`src/rtl/hazard_stall_controller_if.sv`:
```
// Bundle of pipeline-side signals seen by the hazard/stall controller.
// The pipeline (master) drives register addresses and enables; the
// controller (slave) returns stall/flush controls, forwarding selects,
// performance counters and its FSM state for debug visibility.
// There is no valid/ready handshake here: every signal is a level that is
// sampled continuously and acted upon in the same cycle.
interface hazard_stall_controller_if #(
    parameter int REG_W = 4,
    parameter int CNT_W = 16
);
    logic [REG_W-1:0] id_rn;
    logic [REG_W-1:0] id_rm;
    logic [REG_W-1:0] id_rd;
    logic             id_use_rn;
    logic             id_use_rm;
    logic             id_use_rd;
    logic             branch_taken;
    logic [REG_W-1:0] ex_rd;
    logic             ex_rf_en;
    logic             ex_load;
    logic [REG_W-1:0] mem_rd;
    logic             mem_rf_en;
    logic [REG_W-1:0] wb_rd;
    logic             wb_rf_en;
    logic             nop_sel;
    logic             pc_le;
    logic             ifid_le;
    logic             ifid_clr;
    logic [1:0]       fwd_a;
    logic [1:0]       fwd_b;
    logic [1:0]       fwd_c;
    logic [CNT_W-1:0] stall_count;
    logic [CNT_W-1:0] flush_count;
    logic [1:0]       state_dbg;

    modport master (
        output id_rn, id_rm, id_rd, id_use_rn, id_use_rm, id_use_rd,
        output branch_taken, ex_rd, ex_rf_en, ex_load,
        output mem_rd, mem_rf_en, wb_rd, wb_rf_en,
        input  nop_sel, pc_le, ifid_le, ifid_clr, fwd_a, fwd_b, fwd_c,
        input  stall_count, flush_count, state_dbg
    );

    modport slave (
        input  id_rn, id_rm, id_rd, id_use_rn, id_use_rm, id_use_rd,
        input  branch_taken, ex_rd, ex_rf_en, ex_load,
        input  mem_rd, mem_rf_en, wb_rd, wb_rf_en,
        output nop_sel, pc_le, ifid_le, ifid_clr, fwd_a, fwd_b, fwd_c,
        output stall_count, flush_count, state_dbg
    );
endinterface

```
`src/rtl/hazard_stall_controller.sv`:
```
// Hazard controller for the 5-stage pipeline: operand forwarding selects,
// load-use stall and taken-branch flush sequencing, and saturating
// stall/flush performance counters. Control outputs are combinational
// from the FSM state and the current inputs; R15 is never forwarded.
module hazard_stall_controller #(
    parameter int REG_W        = 4,
    parameter int MEM_STALL    = 1,
    parameter int FLUSH_CYCLES = 1,
    parameter int CNT_W        = 16
) (
    input logic                      clk,
    input logic                      reset,
    hazard_stall_controller_if.slave bus
);
    localparam logic [REG_W-1:0] PC_REG = '1;
    localparam int SEQ_MAX = (MEM_STALL > FLUSH_CYCLES) ? MEM_STALL : FLUSH_CYCLES;
    localparam int SEQ_W   = (SEQ_MAX > 1) ? $clog2(SEQ_MAX + 1) : 1;
    localparam logic [SEQ_W-1:0] SEQ_ONE    = SEQ_W'(1);
    localparam logic [SEQ_W-1:0] STALL_LOAD = SEQ_W'(MEM_STALL - 1);
    localparam logic [SEQ_W-1:0] FLUSH_LOAD = SEQ_W'(FLUSH_CYCLES - 1);
    localparam logic [CNT_W-1:0] CNT_ONE    = CNT_W'(1);

    typedef enum logic [1:0] {
        ST_RUN   = 2'd0,
        ST_STALL = 2'd1,
        ST_FLUSH = 2'd2
    } state_t;

    state_t           r_state;
    logic [SEQ_W-1:0] r_cnt;
    logic [CNT_W-1:0] r_stall_count;
    logic [CNT_W-1:0] r_flush_count;

    logic       w_lu;
    logic       w_stall_mode;
    logic       w_flush_mode;
    logic       w_pc_le;
    logic       w_ifid_clr;
    logic       w_ex_fwd_ok;
    logic [1:0] w_fwd_a;
    logic [1:0] w_fwd_b;
    logic [1:0] w_fwd_c;

    // Youngest producer wins; a load in EX has no data yet so it cannot forward.
    function automatic logic [1:0] fwd_sel(
        input logic [REG_W-1:0] src,
        input logic             used,
        input logic [REG_W-1:0] ex_rd,
        input logic             ex_ok,
        input logic [REG_W-1:0] mem_rd,
        input logic             mem_en,
        input logic [REG_W-1:0] wb_rd,
        input logic             wb_en
    );
        logic [1:0] sel;
        sel = 2'b00;
        if (used && src != PC_REG) begin
            if (ex_ok && src == ex_rd)        sel = 2'b01;
            else if (mem_en && src == mem_rd) sel = 2'b10;
            else if (wb_en && src == wb_rd)   sel = 2'b11;
        end
        return sel;
    endfunction

    assign w_ex_fwd_ok = bus.ex_rf_en && !bus.ex_load;

    assign w_lu = bus.ex_load && bus.ex_rf_en && (bus.ex_rd != PC_REG) &&
                  ((bus.id_use_rn && bus.id_rn == bus.ex_rd) ||
                   (bus.id_use_rm && bus.id_rm == bus.ex_rd) ||
                   (bus.id_use_rd && bus.id_rd == bus.ex_rd));

    // Load-use beats a branch in RUN; the branch is re-seen once ID is released.
    assign w_stall_mode = !reset &&
                          ((r_state == ST_RUN && w_lu) || r_state == ST_STALL);
    assign w_flush_mode = !reset && !w_stall_mode &&
                          ((r_state == ST_RUN && bus.branch_taken) || r_state == ST_FLUSH);

    assign w_pc_le    = !reset && !w_stall_mode;
    assign w_ifid_clr = reset || w_flush_mode;

    // Forwarding selects are independent of the FSM but held at RF during reset.
    always_comb begin
        w_fwd_a = 2'b00;
        w_fwd_b = 2'b00;
        w_fwd_c = 2'b00;
        if (!reset) begin
            w_fwd_a = fwd_sel(bus.id_rn, bus.id_use_rn, bus.ex_rd, w_ex_fwd_ok,
                              bus.mem_rd, bus.mem_rf_en, bus.wb_rd, bus.wb_rf_en);
            w_fwd_b = fwd_sel(bus.id_rm, bus.id_use_rm, bus.ex_rd, w_ex_fwd_ok,
                              bus.mem_rd, bus.mem_rf_en, bus.wb_rd, bus.wb_rf_en);
            w_fwd_c = fwd_sel(bus.id_rd, bus.id_use_rd, bus.ex_rd, w_ex_fwd_ok,
                              bus.mem_rd, bus.mem_rf_en, bus.wb_rd, bus.wb_rf_en);
        end
    end

    // Bubble sequencer: the first bubble is issued from RUN, the rest counted down.
    always_ff @(posedge clk) begin
        if (reset) begin
            r_state <= ST_RUN;
            r_cnt   <= '0;
        end else begin
            case (r_state)
                ST_RUN: begin
                    if (w_lu) begin
                        if (MEM_STALL > 1) begin
                            r_state <= ST_STALL;
                            r_cnt   <= STALL_LOAD;
                        end
                    end else if (bus.branch_taken) begin
                        if (FLUSH_CYCLES > 1) begin
                            r_state <= ST_FLUSH;
                            r_cnt   <= FLUSH_LOAD;
                        end
                    end
                end
                ST_STALL, ST_FLUSH: begin
                    r_cnt <= r_cnt - SEQ_ONE;
                    if (r_cnt == SEQ_ONE) r_state <= ST_RUN;
                end
                default: begin
                    r_state <= ST_RUN;
                    r_cnt   <= '0;
                end
            endcase
        end
    end

    // Saturating performance counters; they never advance while in reset.
    always_ff @(posedge clk) begin
        if (reset) begin
            r_stall_count <= '0;
            r_flush_count <= '0;
        end else begin
            if (!w_pc_le && r_stall_count != '1) r_stall_count <= r_stall_count + CNT_ONE;
            if (w_ifid_clr && r_flush_count != '1) r_flush_count <= r_flush_count + CNT_ONE;
        end
    end

    assign bus.nop_sel     = reset || w_stall_mode || w_flush_mode;
    assign bus.pc_le       = w_pc_le;
    assign bus.ifid_le     = w_pc_le;
    assign bus.ifid_clr    = w_ifid_clr;
    assign bus.fwd_a       = w_fwd_a;
    assign bus.fwd_b       = w_fwd_b;
    assign bus.fwd_c       = w_fwd_c;
    assign bus.stall_count = r_stall_count;
    assign bus.flush_count = r_flush_count;
    assign bus.state_dbg   = r_state;
endmodule

```
`src/flat_wrapper.sv`:
```
// flat-port wrapper written by rule: the top's interface ports become plain ports
module hazard_stall_controller_flat 
#(
    parameter int REG_W        = 4,
    parameter int MEM_STALL    = 1,
    parameter int FLUSH_CYCLES = 1,
    parameter int CNT_W        = 16
)
  (clk, reset, bus_id_rn, bus_id_rm, bus_id_rd, bus_id_use_rn, bus_id_use_rm, bus_id_use_rd, bus_branch_taken, bus_ex_rd, bus_ex_rf_en, bus_ex_load, bus_mem_rd, bus_mem_rf_en, bus_wb_rd, bus_wb_rf_en, bus_nop_sel, bus_pc_le, bus_ifid_le, bus_ifid_clr, bus_fwd_a, bus_fwd_b, bus_fwd_c, bus_stall_count, bus_flush_count, bus_state_dbg);
  hazard_stall_controller_if #(.REG_W(REG_W), .CNT_W(CNT_W)) bus_i ();
  input logic clk;
  input logic reset;
  input wire logic [$bits(bus_i.id_rn)-1:0] bus_id_rn;
  input wire logic [$bits(bus_i.id_rm)-1:0] bus_id_rm;
  input wire logic [$bits(bus_i.id_rd)-1:0] bus_id_rd;
  input wire logic [$bits(bus_i.id_use_rn)-1:0] bus_id_use_rn;
  input wire logic [$bits(bus_i.id_use_rm)-1:0] bus_id_use_rm;
  input wire logic [$bits(bus_i.id_use_rd)-1:0] bus_id_use_rd;
  input wire logic [$bits(bus_i.branch_taken)-1:0] bus_branch_taken;
  input wire logic [$bits(bus_i.ex_rd)-1:0] bus_ex_rd;
  input wire logic [$bits(bus_i.ex_rf_en)-1:0] bus_ex_rf_en;
  input wire logic [$bits(bus_i.ex_load)-1:0] bus_ex_load;
  input wire logic [$bits(bus_i.mem_rd)-1:0] bus_mem_rd;
  input wire logic [$bits(bus_i.mem_rf_en)-1:0] bus_mem_rf_en;
  input wire logic [$bits(bus_i.wb_rd)-1:0] bus_wb_rd;
  input wire logic [$bits(bus_i.wb_rf_en)-1:0] bus_wb_rf_en;
  output wire logic [$bits(bus_i.nop_sel)-1:0] bus_nop_sel;
  output wire logic [$bits(bus_i.pc_le)-1:0] bus_pc_le;
  output wire logic [$bits(bus_i.ifid_le)-1:0] bus_ifid_le;
  output wire logic [$bits(bus_i.ifid_clr)-1:0] bus_ifid_clr;
  output wire logic [$bits(bus_i.fwd_a)-1:0] bus_fwd_a;
  output wire logic [$bits(bus_i.fwd_b)-1:0] bus_fwd_b;
  output wire logic [$bits(bus_i.fwd_c)-1:0] bus_fwd_c;
  output wire logic [$bits(bus_i.stall_count)-1:0] bus_stall_count;
  output wire logic [$bits(bus_i.flush_count)-1:0] bus_flush_count;
  output wire logic [$bits(bus_i.state_dbg)-1:0] bus_state_dbg;
  assign bus_i.id_rn = bus_id_rn;
  assign bus_i.id_rm = bus_id_rm;
  assign bus_i.id_rd = bus_id_rd;
  assign bus_i.id_use_rn = bus_id_use_rn;
  assign bus_i.id_use_rm = bus_id_use_rm;
  assign bus_i.id_use_rd = bus_id_use_rd;
  assign bus_i.branch_taken = bus_branch_taken;
  assign bus_i.ex_rd = bus_ex_rd;
  assign bus_i.ex_rf_en = bus_ex_rf_en;
  assign bus_i.ex_load = bus_ex_load;
  assign bus_i.mem_rd = bus_mem_rd;
  assign bus_i.mem_rf_en = bus_mem_rf_en;
  assign bus_i.wb_rd = bus_wb_rd;
  assign bus_i.wb_rf_en = bus_wb_rf_en;
  assign bus_nop_sel = bus_i.nop_sel;
  assign bus_pc_le = bus_i.pc_le;
  assign bus_ifid_le = bus_i.ifid_le;
  assign bus_ifid_clr = bus_i.ifid_clr;
  assign bus_fwd_a = bus_i.fwd_a;
  assign bus_fwd_b = bus_i.fwd_b;
  assign bus_fwd_c = bus_i.fwd_c;
  assign bus_stall_count = bus_i.stall_count;
  assign bus_flush_count = bus_i.flush_count;
  assign bus_state_dbg = bus_i.state_dbg;
  hazard_stall_controller #(.REG_W(REG_W), .MEM_STALL(MEM_STALL), .FLUSH_CYCLES(FLUSH_CYCLES), .CNT_W(CNT_W)) u_core (.clk(clk), .reset(reset), .bus(bus_i));
endmodule
```
`config.mk`:
```
export PLATFORM = sky130hd
export DESIGN_NAME = hazard_stall_controller_flat
export DESIGN_NICKNAME = d
export VERILOG_FILES = /design/src/rtl/hazard_stall_controller_if.sv /design/src/rtl/hazard_stall_controller.sv /design/src/flat_wrapper.sv
export SDC_FILE = /design/constraint.sdc
export NUM_CORES = 1
export LEC_CHECK = 0
export ABC_AREA = 1
export BUFFER_PORTS_ARGS = -buffer_cell sky130_fd_sc_hd__buf_2
export CAP_MARGIN = 15
export CORE_AREA = 2 2 84 86
export CTS_BUF_LIST = sky130_fd_sc_hd__clkbuf_8
export CTS_CLUSTER_SIZE = 12
export DETAILED_ROUTE_END_ITERATION = 8
export DIE_AREA = 0 0 86 88
export GPL_TIMING_DRIVEN = 0
export PLACE_DENSITY = 0.6
export SLEW_MARGIN = 20
export SYNTH_ARGS = -nofsm -noshare
export SYNTH_HDL_FRONTEND = slang
export SYNTH_SLANG_ARGS = --single-unit
```
`constraint.sdc`:
```
create_clock -name clk -period 1.95 [get_ports clk]
set_input_delay 0.0975 -clock clk [delete_from_list [all_inputs] [get_ports clk]]
set_output_delay 0.0975 -clock clk [all_outputs]
set_load 0.05 [all_outputs]
```
==> metrics.md, run 1 <==
| Metric | Value |
|---|---|
| FMAX | 555.3 MHz |
| Post-Syn Area | 2597 um2 |
| Detailed router's first-iteration violation count | 101 |
| CTS tree | done |
| Count of buffers from port buffering | 74 |
| Final Hold Viols | 0 |
| Reg area | 659.4 um2 |
| First-pass GRT wire length | 11850 um |
| FF-to-FF path depth | 10 |
| Skew final | 0.007738 ns |
| Vias/cell | 4.950 |
| Status | finished clean |
| Post-place setup slack | ~0.038 ns |
| Root buffer cell | clkbuf_8 |
| Hold path start | reset |
| Critical path arrival | roughly 2 ns |
| DRC viols | 0 |
| Clock tree buffer depth | 2 |
| Die span in y | 88 um |
| Mapped Avg Cell Area | approximately 6.2 um2 |
| Reg-to-reg startpoint | u_core.bus.flush_count[0] |
| Most used flip-flop cell after synthesis | dfxtp_1 |
| CP Depth | 10 |
| Asr flop ratio synth | 0% |
| Hold depth | 2 |
| Commonest non-fill, non-tap cells in the layout | nand2_1, buf_2, inv_1 |
| Largest stage delay, worst path | just under 0.4 ns |
| # nets final | between 500 and 600 |
| Worst-Skew Late Latency | 0.28 ns |
| Min-Delay Endpoint | u_core.bus.flush_count[2] |
| Routability cong. | 0.8789 |
| Number of clock sinks | 32 |
| Multiplexer share of the synthesized area | 0% |
| Chip width | 86 um |
| Hold_buf cts | 0 |
| CP Max Fanout | 10 |
| Starting density of the core | 39.10% |
| Maxcap violations | 0 |
| Number of global-route vias before repair | 2560 |
| DRT Pass-1 Iters | 4 |
| Hpwl dp | 5638 um |
| Worst-path cell chain | ha_4 > nand2_2 > nor2_4 > nand2_1 > or3_1 > buf_6 > nand2_4 > buf_12 > nand2_1 > a21oi_1 |
| Placeable Area | 6644 um2 |
| Most common cell after layout, fill and taps aside | nand2_1 |
| CTS Buf Count | 5 |
| Max VDD drop | 0.0003233 V |
| Share of cells above drive strength 1 | 25.80% |
| Wire per inst | 12.22 um |
| Synth Area in Compound Gates | around an eighth |
| Type of the worst setup path | reg -> reg |
| FP Rows | 30 |
| CP Capture Type | flop |
| Total grt overflow | 0 |
| Via Count | around 2900 |
| Setup violators final | 0 |
| Mapped Cells | 416 |
| Number of distinct library cells after synthesis | 32 |
| Worst-path clk slew | ~0.07 ns |
| Setup crit start kind | flop |
| R2R setup slack | 0.15 ns |
| Area Growth Syn to Fin | 23.99% |
| Seq/Total Area, Yosys | roughly 25% |
| Largest net degree at the start of global routing | 11 |
| Static Leakage | 1.479 nW |
| Fin crit period | between 1.5 and 2 ns |
| Largest family of logic cells by synthesized area | simple AND/OR/NAND/NOR gates |
| Area of the multi-input gates | 1672 um2 |
| WP buf/inv | 2 |
| Final wirelength | 7098 um |
| Simple logic cell fraction of the synthesized area | 38.78% |
| Yosys Warn Count | 0 |
| Adder-Cell Fraction of Synth Area | 0.9634% |
| Top delay family on crit path | simple AND/OR/NAND/NOR gates |
| Antenna violations before repair | 0 |
| Area share of xor/xnor cells in the synthesized design | 9.778% |
| RR Endpoint | u_core.bus.flush_count[3] |
| Unrepaired setup endpoints after global routing | no |
| Die area | 7568 um2 |
| HP Class | in -> reg |
| Overall Global Routing Usage | approximately a fifth |
| Synthesis-stage register bit count | 32 |
| Slack of the critical path | roughly 0.15 ns |
| CP most frequent cell | nand2_1 |
| Pins Over Slew Limit | 0 |
| FILL cells | 713 |
| Final period util | roughly 92% |
| Post-route ant nets | 0 |
| PD cells | 471.8 nW/um2 |
| H-tree Lvls | 2 |
| Slowest stage cell, crit path | dfxtp_2 |
| Worst path required time | around 2.2 ns |
| Setup_tns | 0 ns |
| Post-synth EDFFs | 0 |
| I/O pin count | slightly below 80 |
Yosys cell counts (3+ instances only):
master,count,area share [%]
clkbuf_8,3,1.6
nor2_2,4,0.96
nand3_1,43,8.3
dfxtp_1,32,25
o21ai_0,9,1.7
xnor2_1,9,3.0
buf_4,3,0.87
inv_2,3,0.43
a211oi_1,3,0.87
nand4_1,6,1.4
o22ai_1,6,1.4
buf_6,4,1.7
nand2_1,112,16
a21oi_1,37,7.1
nand2_2,5,1.2
nor2_1,40,5.8
xor2_1,20,6.7
a221oi_1,4,1.3
nor3_1,11,2.1
inv_1,47,6.8
kinds of logic after synthesis:
kind of cell,after synthesis
fa+ha+maj,2
simple gates,228
compound gates,61
xor+xnor,29
buf+inv,63
other cells,1
flops,32
worst max path at each step:
| stage | from | end |
|---|---|---|
| floorplan | u_core.bus.flush_count[3] | u_core.bus.flush_count[0] |
| global placement | u_core.bus.stall_count[0] | u_core.bus.stall_count[7] |
| detailed placement | u_core.bus.stall_count[0] | u_core.bus.stall_count[13] |
| CTS | u_core.bus.flush_count[0] | u_core.bus.flush_count[0] |
| global route | u_core.bus.stall_count[0] | u_core.bus.stall_count[0] |
| finish | u_core.bus.flush_count[0] | u_core.bus.flush_count[3] |
area by class of cell:
type	count	area share, %
diodes	1	0.07770
plain buffers	13	4.235
clock buffers	5	2.137
clock inverters	2	0.2720
inverters	50	5.828
multi-input cells	322	51.90
flip-flops and latches	32	20.47
well taps	80	3.108
repair buffers	76	11.97
state kept, by name, summed over array words and instances, names as in the netlist:
| register | cells |
|---|---|
| u_core.bus.stall_count | 16 |
| u_core.bus.flush_count | 16 |
per-stage QoR:
step                      cells  power [mW]  hold slack [ns]  utilization, %  area [um2]
after floorplan             417      0.9334           0.2980               -        2634
after global placement      571       1.049           0.3234           46.72        3104
after CTS                   578       1.535          0.02849           47.89        3182
after detailed placement    571       1.052           0.3286           46.72        3104
after global routing        580       1.616          0.02489           48.44        3218
final                       581       1.519          0.03524           48.47        3221
per-layer routing:
layer  wire, um  vias to the layer above  track usage, %
met2       3383                       55           32.56
met3        345                        4           4.147
met1       3338                     1299           25.48
met5          0                        -               0
li1           -                     1518               -
met4         29                        0           3.463
power breakdown:
part           leakage (nW)  switching, mW  internal, mW
combinational          1.17          0.240         0.122
sequential            0.265         0.0161         0.665
clock                0.0452          0.239         0.237
total                  1.48          0.495          1.02
repair_timing:
item	CTS	global route
buffers inserted	0	2
gates resized for setup	0	5
endpoints found under the setup margin	0	24
Power figures use the tool's default switching activity.
==> run 2, diff against run 1 <==
CORE_AREA = 2 2 117 62   (was 2 2 84 86)
DIE_AREA = 0 0 119 64   (was 0 0 86 88)
PLACE_DENSITY = 0.61   (was 0.6)
==> run 2 against run 1 <==
Effect of this change:
- setup slack improved by 0.0053 ns
- sequential power is essentially flat
- final area rose by 1.4%
- largest power group unchanged
- clock-buffer cell count did not move
- clock skew is 0.0036 ns lower
- fmax is 0.29% higher
- clock power grew 33%
- sequential share of layout area fell by 0.33 points
- routed wire length decreased by 0.28%
- total power grew 10%
- die area up 0.63%
- cell count increased by 1.9%
==> metrics.md, run 2 (synthesis gave the netlist of run 1 again) <==
| Metric | Value |
|---|---|
| Fin crit period | 1.796 ns |
| Routability cong. | 0.8659 |
| Max VDD drop | 0.0003851 V |
| Chip width | around 120 um |
| Antenna cells | 0 |
| Reg-to-reg startpoint | u_core.bus.flush_count[0] |
| Vias/cell | 4.834 |
| I/O pin count | about 80 |
| Max_slew headroom | 61.32% |
| Post-route ant nets | 0 |
| Unrepaired setup endpoints after global routing | no |
| Count of buffers from port buffering | 74 |
| Die span in y | 64 um |
| Via Count | 2862 |
| Detailed router's first-iteration violation count | approximately 140 |
| Worst-Skew Late Latency | between 0.2 and 0.3 ns |
| Antenna violations before repair | 0 |
| Overall power | 1.676 mW |
| HP Class | in -> reg |
| Root buffer cell | clkbuf_8 |
| FMAX | 556.9 MHz |
| Final period util | 92.09% |
| Most common cell after layout, fill and taps aside | nand2_1 |
| R2R setup slack | 0.15 ns |
| Area Growth Syn to Fin | 25.77% |
| Hold depth | 2 |
| FP Rows | 21 |
| # nets final | 535 |
| Critical path arrival | 1.97 ns |
| RR Endpoint | u_core.bus.flush_count[0] |
| Setup crit start kind | flop |
| Hold path start | reset |
| Number of global-route vias before repair | 2481 |
| Starting density of the core | 39.70% |
| Worst-path clk slew | 0.07 ns |
| CP Capture Type | flop |
| Clock tree buffer depth | 2 |
| Maxcap violations | 0 |
| Die area | roughly 7600 um2 |
| Largest net degree at the start of global routing | 11 |
| Number of clock sinks | 32 |
| DRT Pass-1 Iters | 4 |
| PD cells | 513.0 nW/um2 |
| CTS Buf Count | 5 |
| Slew @ Worst Pin | between 0.5 and 0.6 ns |
| CP Max Fanout | 10 |
| Placeable Area | around 6500 um2 |
| Total grt overflow | 0 |
| Commonest non-fill, non-tap cells in the layout | nand2_1, buf_2, inv_1 |
| Hpwl dp | 5559 um |
| Setup violators final | 0 |
| Post-place setup slack | between 0.03 and 0.04 ns |
| Overall Global Routing Usage | 18.22% |
| CTS tree | done |
| Final Hold Viols | 0 |
| H-tree Lvls | 2 |
| Wire per inst | approximately 12 um |
| Share of cells above drive strength 1 | 25.80% |
| Type of the worst setup path | reg -> reg |
| FF-to-FF path depth | 9 |
| First-pass GRT wire length | ~11000 um |
| DRC viols | 0 |
| Fin area | 3267 um2 |
| Status | finished clean |
| Static Leakage | 1.489 nW |
| Worst path required time | 2.13 ns |
| Slack of the critical path | approximately 0.15 ns |
| Pins Over Slew Limit | 0 |
| Final wirelength | 7078 um |
| Min-Delay Endpoint | u_core.bus.flush_count[1] |
| Placed cell areas | 3119 um2 |
| Skew final | 0.004119 ns |
| Setup_tns | 0 ns |
run 2: timing repair:
action / in CTS / in global routing
endpoints found under the setup margin: 0 / 20
buffers inserted: 0 / 1
hold buffers: 0 / 0
resized for setup: 0 / 6
endpoints found under the hold margin: 0 / 0
run 2: how the worst max path moves through the flow:
| stage | cells after the start | to | from | slack, ns |
|---|---|---|---|---|
| 2_1_floorplan | 8 | u_core.bus.flush_count[0] | u_core.bus.flush_count[3] | 0.001 |
| 3_3_place_gp | 11 | u_core.bus.stall_count[6] | u_core.bus.stall_count[0] | 0.03 |
| 3_5_place_dp | 11 | u_core.bus.stall_count[9] | u_core.bus.stall_count[0] | 0.03 |
| 4_1_cts | 11 | u_core.bus.stall_count[7] | u_core.bus.stall_count[0] | 0.01 |
| 5_1_grt | 9 | u_core.bus.flush_count[0] | u_core.bus.flush_count[0] | 0.03 |
| 6_report | 9 | u_core.bus.flush_count[0] | u_core.bus.flush_count[0] | 0.15 |
run 2: power by group:
part	total, mW	switching (mW)	internal (mW)
combinational	0.361	0.238	0.123
sequential	0.682	0.0174	0.665
clock	0.633	0.259	0.374
run 2: critical path, cell delays in order (launching register included):
cell and delay, ns:
dfxtp_2 0.39, ha_4 0.17, nand2_2 0.09, nor2_4 0.14
nand2_1 0.05, or3_1 0.33, buf_6 0.15, clkbuf_8 0.16
a21oi_1 0.16, nor2_1 0.06
run 2: layer usage:
metal | global-route usage [%] | part of all wire [%] | up-vias
met5 | 0 | 0 | -
met4 | 5.357 | 1.2 | 0
met3 | 3.571 | 5.3 | 11
met2 | 30.82 | 45 | 75
met1 | 23.69 | 49 | 1258
li1 | - | - | 1518
run 2: area by class of cell:
type                       count  area, um2
sequential                    32      658.1
clock inverter                 3      38.79
fill                         698       3276
tap                           92      115.1
clock buffer                   5      68.82
buffer                        13      136.4
inverter                      50      187.7
timing repair buffer          75      377.9
multi-input combinational    322       1684
run 2: per-stage QoR:
step	util, %	cells	hold WS (ns)
after detailed placement	47.68	583	0.3287
after CTS	49.32	591	0.02238
after global routing	49.93	592	0.02622
after floorplan	-	417	0.2980
after global placement	47.68	583	0.3279
final	49.93	592	0.02479
